## src/rtl/snd_pkg.sv

```systemverilog
// Shared types and constants for the sound output path.
package snd_pkg;

    localparam int unsigned SND_SAMPLE_W = 8;
    localparam int unsigned SND_OUT_W    = 16;

    localparam logic [SND_SAMPLE_W-1:0] SND_MIDPOINT = 8'h80;

    typedef logic signed [SND_OUT_W-1:0] audio_t;

endpackage

```

## src/rtl/snd_slew.sv

```systemverilog
// Slew / first-order low-pass stage: acc moves toward target by (target-acc)>>>SLEW_SHIFT
// per enable, with a minimum step of one LSB so it always lands exactly on target.
module snd_slew
    import snd_pkg::*;
#(
    parameter int unsigned SLEW_SHIFT = 2
) (
    input  logic   clk,
    input  logic   _reset,
    input  logic   en,
    input  audio_t target,
    output audio_t acc
);

    logic signed [SND_OUT_W:0] diff;
    logic signed [SND_OUT_W:0] step;
    logic signed [SND_OUT_W:0] nextAcc;

    always_comb begin
        diff = {target[SND_OUT_W-1], target} - {acc[SND_OUT_W-1], acc};
        step = diff >>> SLEW_SHIFT;
        // Positive residues below 2^SLEW_SHIFT would otherwise stall short of target.
        if (step == '0 && diff != '0) begin
            step = diff[SND_OUT_W] ? '1 : (SND_OUT_W+1)'(1);
        end
        nextAcc = {acc[SND_OUT_W-1], acc} + step;
    end

    always_ff @(posedge clk) begin
        if (!_reset) begin
            acc <= '0;
        end else if (en) begin
            acc <= audio_t'(nextAcc);
        end
    end

endmodule

```

## src/rtl/mac_sound_out.sv

```systemverilog
// Sound-buffer consumer: captures the audio slot word, applies volume/enable, slews the
// result into a signed PCM stream and flags when sample fetches stop arriving.
module mac_sound_out
    import snd_pkg::*;
#(
    parameter int unsigned SLEW_SHIFT  = 2,
    parameter int unsigned STALL_LIMIT = 64
) (
    input  logic        clk,
    input  logic        _reset,
    input  logic        clk8_en_p,
    input  logic        memoryLatch,
    input  logic        loadSound,
    input  logic [15:0] memoryData,
    input  logic [2:0]  volume,
    input  logic        _sndEnable,
    output audio_t      audio,
    output logic [7:0]  diskSpeed,
    output logic        sampleStrobe,
    output logic        soundStall
);

    localparam int unsigned CNT_W = $clog2(STALL_LIMIT + 1);
    localparam logic [CNT_W-1:0] CNT_MAX  = CNT_W'(STALL_LIMIT);
    localparam logic [CNT_W-1:0] CNT_LAST = CNT_W'(STALL_LIMIT - 1);

    logic [SND_SAMPLE_W-1:0] sampleQ;
    logic [CNT_W-1:0]        stallCnt;
    logic                    capture;

    logic signed [SND_SAMPLE_W-1:0] s;
    logic signed [11:0]             sExt;
    logic signed [11:0]             gain;
    logic signed [11:0]             p;
    audio_t                         target;

    assign capture = loadSound && memoryLatch;

    always_ff @(posedge clk) begin
        if (!_reset) begin
            sampleQ      <= SND_MIDPOINT;
            diskSpeed    <= '0;
            sampleStrobe <= 1'b0;
            soundStall   <= 1'b0;
            stallCnt     <= '0;
        end else begin
            sampleStrobe <= capture;
            if (capture) begin
                sampleQ    <= memoryData[15:8];
                diskSpeed  <= memoryData[7:0];
                stallCnt   <= '0;
                soundStall <= 1'b0;
            end else if (clk8_en_p && stallCnt != CNT_MAX) begin
                stallCnt <= stallCnt + 1'b1;
                // Fall back to the midpoint so the output slews down to silence.
                if (stallCnt == CNT_LAST) begin
                    soundStall <= 1'b1;
                    sampleQ    <= SND_MIDPOINT;
                end
            end
        end
    end

    always_comb begin
        s      = {~sampleQ[7], sampleQ[6:0]};
        sExt   = {{4{s[7]}}, s};
        gain   = {9'b0, volume} + 12'sd1;
        p      = sExt * gain;
        target = _sndEnable ? '0 : audio_t'({{4{p[11]}}, p} << 4);
    end

    snd_slew #(
        .SLEW_SHIFT (SLEW_SHIFT)
    ) u_slew (
        .clk    (clk),
        ._reset (_reset),
        .en     (clk8_en_p),
        .target (target),
        .acc    (audio)
    );

endmodule

```

## config.mk

```make
export PLATFORM = sky130hd
export DESIGN_NAME = mac_sound_out
export DESIGN_NICKNAME = d
export VERILOG_FILES = /design/src/rtl/snd_pkg.sv /design/src/rtl/snd_slew.sv /design/src/rtl/mac_sound_out.sv
export SDC_FILE = /design/constraint.sdc
export NUM_CORES = 1
export LEC_CHECK = 0
export ABC_AREA = 1
export CORE_AREA = 3 3 99 101
export DETAILED_ROUTE_END_ITERATION = 7
export DIE_AREA = 0 0 102 104
export PLACE_DENSITY_LB_ADDON = 0.15
export SYNTH_ARGS = -nofsm -noshare
export SYNTH_HDL_FRONTEND = slang
export SYNTH_SLANG_ARGS = --single-unit
export TNS_END_PERCENT = 20
```

## constraint.sdc

```tcl
create_clock -name clk -period 10.06 [get_ports clk]
set_input_delay 2.012 -clock clk [delete_from_list [all_inputs] [get_ports clk]]
set_output_delay 2.012 -clock clk [all_outputs]
set_load 0.03 [all_outputs]
```

==> results of run 1 <==
-- cell usage after synthesis --
cell                       number  share of area [%]
sky130_fd_sc_hd__nand3_2        2               0.45
sky130_fd_sc_hd__o221ai_1       1               0.20
sky130_fd_sc_hd__and2_1         1               0.14
sky130_fd_sc_hd__clkinv_1       1              0.084
sky130_fd_sc_hd__o211a_1        1               0.22
sky130_fd_sc_hd__xnor2_1        6                1.2
sky130_fd_sc_hd__buf_4          1               0.17
sky130_fd_sc_hd__a21oi_1       44                4.9
sky130_fd_sc_hd__nand2_1      165                 14
sky130_fd_sc_hd__inv_2          3               0.25
sky130_fd_sc_hd__clkbuf_1       4               0.34
sky130_fd_sc_hd__dfxtp_1       41                 18
sky130_fd_sc_hd__nand4_1       13                1.8
sky130_fd_sc_hd__o21ai_0       36                4.0
sky130_fd_sc_hd__a31oi_1        5               0.70
sky130_fd_sc_hd__fa_1          17                7.6
sky130_fd_sc_hd__o21bai_1       4               0.67
sky130_fd_sc_hd__nor4_2         1               0.28
sky130_fd_sc_hd__nand3_1       28                3.1
sky130_fd_sc_hd__xor2_1        11                2.2
sky130_fd_sc_hd__and3_1         2               0.28
sky130_fd_sc_hd__buf_2          2               0.22
sky130_fd_sc_hd__inv_1        152                 13
sky130_fd_sc_hd__a22o_1         8                1.6
sky130_fd_sc_hd__nor2_1        55                4.6
sky130_fd_sc_hd__nand2_2        9                1.3
sky130_fd_sc_hd__or2_2          1               0.14
sky130_fd_sc_hd__nor2_2         4               0.56
sky130_fd_sc_hd__o21ai_1        1               0.11
sky130_fd_sc_hd__nand3b_1       7                1.2
sky130_fd_sc_hd__nor3b_1        2               0.34
sky130_fd_sc_hd__o21a_1         1               0.17
sky130_fd_sc_hd__nor3_1         7               0.78
sky130_fd_sc_hd__o211ai_1       2               0.34
sky130_fd_sc_hd__a21o_1         4               0.67
sky130_fd_sc_hd__ha_1          51                 14
sky130_fd_sc_hd__a21boi_1       1               0.17
-- cell type report --
type / count / area [µm²] / area share (%)
Clock buffer: 5 / 68.82 / 1.325
Inverter: 156 / 585.6 / 11.28
Tap cell: 111 / 138.9 / 2.675
Sequential cell: 41 / 820.8 / 15.81
Clock inverter: 3 / 46.29 / 0.8916
Multi-Input combinational cell: 490 / 3032 / 58.39
Timing Repair Buffer: 50 / 500.5 / 9.639
-- state kept, by name, indices dropped and copies added (netlist names) --
name / count
sampleStrobe: 1
soundStall: 1
stallCnt: 7
sampleQ: 8
u_slew.acc: 16
diskSpeed: 8
-- per-stage QoR --
step,setup slack (ns),instance area (µm²),power (mW),util [%],cells
floorplan,2.242,4471,1.008,-,694
global placement,1.214,5077,1.253,55.74,848
detailed placement,0.9327,5077,1.265,55.74,848
CTS,1.242,5192,1.410,57.01,856
global route,0.5107,5192,1.567,57.01,856
finish,1.180,5192,1.421,57.01,856
-- power by group --
part | internal (mW) | switching (mW) | total [mW] | leakage, nW
sequential | 0.193 | 0.0339 | 0.227 | 0.337
combinational | 0.382 | 0.673 | 1.06 | 2.45
clock | 0.0743 | 0.0634 | 0.138 | 0.0543
-- kinds of logic after synthesis --
family	Yosys count	synth area share (%)
buffers and inverters	163	13.83
and+or+nand+nor	297	28.83
adders and majority gates	68	21.89
AOI/OAI and AO/OA	108	13.77
DFF	41	18.36
xor gates and xnor gates	17	3.330
-- layout by cell type, fill, tap and decap left out, types with 11 or more instances in the layout --
master                            instances
sky130_fd_sc_hd__clkdlybuf4s50_1         50
sky130_fd_sc_hd__ha_1                    51
sky130_fd_sc_hd__nand2_1                165
sky130_fd_sc_hd__fa_1                    17
sky130_fd_sc_hd__nor2_1                  55
sky130_fd_sc_hd__dfxtp_1                 41
sky130_fd_sc_hd__a21oi_1                 44
sky130_fd_sc_hd__o21ai_0                 36
sky130_fd_sc_hd__inv_1                  152
sky130_fd_sc_hd__xor2_1                  11
sky130_fd_sc_hd__nand4_1                 13
sky130_fd_sc_hd__nand3_1                 28
-- worst min-delay path by stage --
| stage | startpoint | to | slack, ns | cells past startpoint |
|---|---|---|---|---|
| 5_1_grt | diskSpeed[7]$_SDFFE_PN0P_ | diskSpeed[7]$_SDFFE_PN0P_ | 0.51 | 1 |
| 2_1_floorplan | stallCnt[0]$_SDFFE_PP0P_ | stallCnt[0]$_SDFFE_PP0P_ | 0.46 | 2 |
| 6_report | soundStall$_SDFFE_PP0P_ | soundStall$_SDFFE_PP0P_ | 0.48 | 1 |
| 3_5_place_dp | diskSpeed[4]$_SDFFE_PN0P_ | diskSpeed[4]$_SDFFE_PN0P_ | 0.46 | 1 |
| 3_3_place_gp | soundStall$_SDFFE_PP0P_ | soundStall$_SDFFE_PP0P_ | 0.45 | 1 |
| 4_1_cts | soundStall$_SDFFE_PP0P_ | soundStall$_SDFFE_PP0P_ | 0.49 | 1 |
-- worst max-delay path, delay by kind of cell --
kind	cells	cell delay (ns)
buffers and inverters	5	0.76
AO/OA/AOI/OAI	7	1.19
AND/OR/NAND/NOR	19	1.69
XOR/XNOR	1	0.48
adder cells (fa/ha/maj)	8	2.96
-- routing by layer --
| layer | global-route usage (%) | wire [µm] | vias up |
|---|---|---|---|
| met1 | 32.34 | 5298 | 1962 |
| li1 | - | - | 2290 |
| met3 | 2.280 | 682 | 13 |
| met4 | 4.405 | 162 | 0 |
| met5 | 0 | 0 | - |
| met2 | 33.15 | 4901 | 128 |
==> qor.yml, run 1 <==
critical_path:
  critPathMostFrequentCell: "sky130_fd_sc_hd__nand2_1"
  worst_ep_required_time_ns: 10.26
  worst-r2r-setup-slack_ns: 3.79
  worstSetupEndpoint: "u_slew.acc[10]$_SDFFE_PN0P_"
  setup.worst_path.start: "volume[0]"
  worst_r2r_path_depth: 38
  element_type_at_the_critical_path_start: "input pin"
  crit_slowest_cell: "sky130_fd_sc_hd__clkdlybuf4s50_1"
  timing.critical_path.fanout_max: 8
  crit_path_end_kind: "flop"
  data_arrival_time_of_the_critical_path_ns: 9.08
  largest_stage_delay_on_the_critical_path_ns: 0.55
  r2r_end: "u_slew.acc[10]$_SDFFE_PN0P_"
  critPathKind: "in2reg"
  regToRegStartpoint: "sampleQ[2]$_SDFFE_PN0P_"
floorplan:
  floorplan.io_pins: 51
  horizontal_die_dimension_um: 102
  floorplan.core_area_mm2: 0.009109
  fp.dieH_um: 104
  rows: 35
  initial_utilization_pct: 49.08
  die_area_mm2: 0.01061
synthesis:
  seq_area_frac_synth_pct: 18.36
  post_synth_design_cell_area_mm2: 0.004471
  ys_ff_latch: 41
  syn_avg_cell_area_um2: 6.442
  postSynthCellCount: 694
  synth.distinct_cells: 37
  number_of_warnings_printed_during_yosys_synthesis: 0
  synth_nets: 787
routing:
  detailedRoute.firstPassIterationCount: 5
  vias: 4393
  detail_route.iter0.violations: 251
  detail_route.vias_per_cell: 5.132
  finalWirelength_mm: 11.04
  postRouteAntennaNets: 0
  drt_drc_violations_left: 0
  routedWlPerCell_um: 12.90
cts:
  cts-htree-levels: 2
  cts_setup_buffers: 0
  hold_buffers: 0
  clock_tree_from_tritoncts: "done"
  cts_resized: 0
  clk_pin_slew_ns: 0.08
  clk_root_buffer_cell: "sky130_fd_sc_hd__clkbuf_8"
  clock_sink_count: 41
  num_cts_buffers: 5
  insertion_delay_ns: 0.30
  cts-root-to-sink-buffers: 2
sta:
  finalHoldViolCount: 0
  setup_viol: 0
  worst_clock_skew_ns: 0.005286
  fin_crit_ns: 8.880
  setup_repair_after_global_routing_missed_its_margin: "no"
  finalSetupTns_ns: 0
  min_period_over_period_pct: 88.27
  fin_hold_ws_ns: 0.4822
  slew_headroom_pct: 37.09
  finalMaxSlewViolations: 0
  max_freq_ghz: 0.1126
  worst_pin_slew_ns: 0.9402
power:
  cellLeakagePower_nw: 2.846
  vdd.ir_drop.worst_mv: 0.2546
  powerDensity_mw_per_mm2: 273.6
placement:
  port_buffers: 50
  dp_hpwl_mm: 9.266
  routabilityCongestion: 0.9649
layout:
  filler_cell_count: 879
  area_delta_synth_final_pct: 16.15
  drive_gt1_share_pct: 3.758
  insertedDiodeCount: 0
  finalNetCount: 837
flow_run:
  maxCapViolations: 0
worst_hold_path:
  holdCritPathClass: "reg2reg"
global_route:
  grt_antenna_before_repair: 0
  first_pass_grt_wire_length_mm: 18.85
  gr-total-overflow: 0
  maximum_number_of_pins_on_one_net_before_global_route_repair: 27
  first_global_vias: 4027
  gr-usage-all-layers_pct: 21.52
run_status:
  result_of_the_run: "finished clean"
No activity file was read; power rests on OpenSTA's default activity.
==> inputs of run 2 (changes only) <==
--- a/config.mk
+++ b/config.mk
@@ -6,9 +6,9 @@
 export NUM_CORES = 1
 export LEC_CHECK = 0
 export ABC_AREA = 1
-export CORE_AREA = 3 3 99 101
+export CORE_AREA = 2 2 98 100
 export DETAILED_ROUTE_END_ITERATION = 7
-export DIE_AREA = 0 0 102 104
+export DIE_AREA = 0 0 100 102
 export PLACE_DENSITY_LB_ADDON = 0.15
 export SYNTH_ARGS = -nofsm -noshare
 export SYNTH_HDL_FRONTEND = slang
==> run 2 against run 1 <==
Against the previous run: power increased by 0.68%; sequential share of layout area barely moved; routed wire length grew 1.1%; via count is 1.3% lower; largest power group unchanged.
==> qor.yml, run 2 (synthesized netlist as in run 1, its figures left out) <==
global_route:
  gr-usage-all-layers_pct: 22.51
  first_pass_grt_wire_length_mm: 18.53
  gr-total-overflow: 0
  grt_antenna_before_repair: 0
  maximum_number_of_pins_on_one_net_before_global_route_repair: 27
  first_global_vias: 4035
flow_run:
  maxCapViolations: 0
cts:
  cts_resized: 0
  insertion_delay_ns: 0.30
  clock_sink_count: 41
  clk_pin_slew_ns: 0.08
  num_cts_buffers: 5
  cts-htree-levels: 2
  hold_buffers: 0
  cts_setup_buffers: 0
  clock_tree_from_tritoncts: "done"
  clk_root_buffer_cell: "sky130_fd_sc_hd__clkbuf_8"
  cts-root-to-sink-buffers: 2
power:
  powerDensity_mw_per_mm2: 275.2
  vdd.ir_drop.worst_mv: 0.2183
  cellLeakagePower_nw: 2.849
sta:
  worst_pin_slew_ns: 0.9511
  min_period_over_period_pct: 87.78
  postLayoutSetupSlackWorst_ns: 1.229
  slew_headroom_pct: 36.36
  finalHoldViolCount: 0
  max_freq_ghz: 0.1132
  finalSetupTns_ns: 0
  setup_repair_after_global_routing_missed_its_margin: "no"
  worst_clock_skew_ns: 0.002362
  fin_crit_ns: 8.831
  finalMaxSlewViolations: 0
  setup_viol: 0
critical_path:
  critPathKind: "in2reg"
  crit_path_end_kind: "flop"
  r2r_end: "u_slew.acc[10]$_SDFFE_PN0P_"
  worst_r2r_path_depth: 38
  regToRegStartpoint: "sampleQ[2]$_SDFFE_PN0P_"
  crit_slowest_cell: "sky130_fd_sc_hd__clkdlybuf4s50_1"
  worst_ep_required_time_ns: 10.26
  largest_stage_delay_on_the_critical_path_ns: 0.55
  element_type_at_the_critical_path_start: "input pin"
  critPathMostFrequentCell: "sky130_fd_sc_hd__nand2_1"
  critical_path_buf_inv_count: 5
  critical_path.top_delay_family: "adder cells"
  data_arrival_time_of_the_critical_path_ns: 9.03
  timing.critical_path.fanout_max: 8
  worst-r2r-setup-slack_ns: 3.85
floorplan:
  floorplan.core_area_mm2: 0.009109
  die_area_mm2: 0.01020
  floorplan.io_pins: 51
  rows: 35
  initial_utilization_pct: 49.08
  fp.dieH_um: 102
  horizontal_die_dimension_um: 100
routing:
  postRouteAntennaNets: 0
  vias: 4335
  detailedRoute.firstPassIterationCount: 5
  drt_drc_violations_left: 0
  finalWirelength_mm: 11.16
  detail_route.vias_per_cell: 5.064
  routedWlPerCell_um: 13.04
  detail_route.iter0.violations: 169
layout:
  mostFrequentLayoutCell: "sky130_fd_sc_hd__nand2_1"
  area_delta_synth_final_pct: 16.26
  largestRegisters: "u_slew.acc x16, diskSpeed x8, sampleQ x8"
  drive_gt1_share_pct: 3.758
  finalNetCount: 837
  insertedDiodeCount: 0
  utilization_pct: 57.06
  max_ffs_per_register: 16
  largest_register: "u_slew.acc"
  most-common-layout-cells: "sky130_fd_sc_hd__nand2_1 (165), sky130_fd_sc_hd__inv_1 (152), sky130_fd_sc_hd__nor2_1 (55)"
placement:
  dp_hpwl_mm: 9.449
  pre_cts_ws_ns: 0.9931
  routabilityCongestion: 0.9831
  port_buffers: 50
worst_hold_path:
  hold_depth: 1
  hold_start: "soundStall$_SDFFE_PP0P_"
  holdPathEnd: "soundStall$_SDFFE_PP0P_"
  holdCritPathClass: "reg2reg"
run_status:
  result_of_the_run: "finished clean"
==> run 2: changes by cell type in the layout (fill, tap and decap cells not counted), sizes merged <==
cell	change
clkbuf	+1
clkinv	-1
==> run 2: report_power, final <==
| part | internal, mW | switching (mW) | total (mW) |
|---|---|---|---|
| clock | 0.0807 | 0.0603 | 0.141 |
| combinational | 0.383 | 0.678 | 1.06 |
| sequential | 0.193 | 0.0344 | 0.228 |
==> run 2: routing by layer <==
layer  vias up  track usage (%)  part of all wire (%)
li1       2294                -                     -
met1      1945            32.10                    49
met2        87            35.45                    43
met3         9            4.720                   6.0
met4         0            4.636                   1.3
met5         -                0                     0
==> run 2: worst max-delay path by stage <==
stage                                  end      start  depth (start not counted)
3_5_place_dp   u_slew.acc[10]$_SDFFE_PN0P_  volume[0]                         40
5_1_grt        u_slew.acc[10]$_SDFFE_PN0P_  volume[0]                         40
6_report       u_slew.acc[10]$_SDFFE_PN0P_  volume[0]                         40
3_3_place_gp   u_slew.acc[10]$_SDFFE_PN0P_  volume[0]                         40
2_1_floorplan   u_slew.acc[8]$_SDFFE_PN0P_  volume[0]                         37
4_1_cts        u_slew.acc[10]$_SDFFE_PN0P_  volume[0]                         40
==> run 2: final cells by class <==
cell class              count  area [µm²]
flip-flops and latches     41       820.8
clock buffers               6       82.58
multi-input cells         490        3032
clock inverters             2       37.54
inverters                 156       585.6
repair buffers             50       500.5
fillers                   915        3911
well taps                 111       138.9
==> run 2: stage by stage <==
stage	power [mW]	instance area, µm²	std cells	hold WS (ns)
floorplan	1.008	4471	694	0.4584
global placement	1.266	5077	848	0.4565
detailed placement	1.274	5077	848	0.4588
CTS	1.418	5197	856	0.4809
global route	1.580	5197	856	0.4991
finish	1.430	5197	856	0.4772
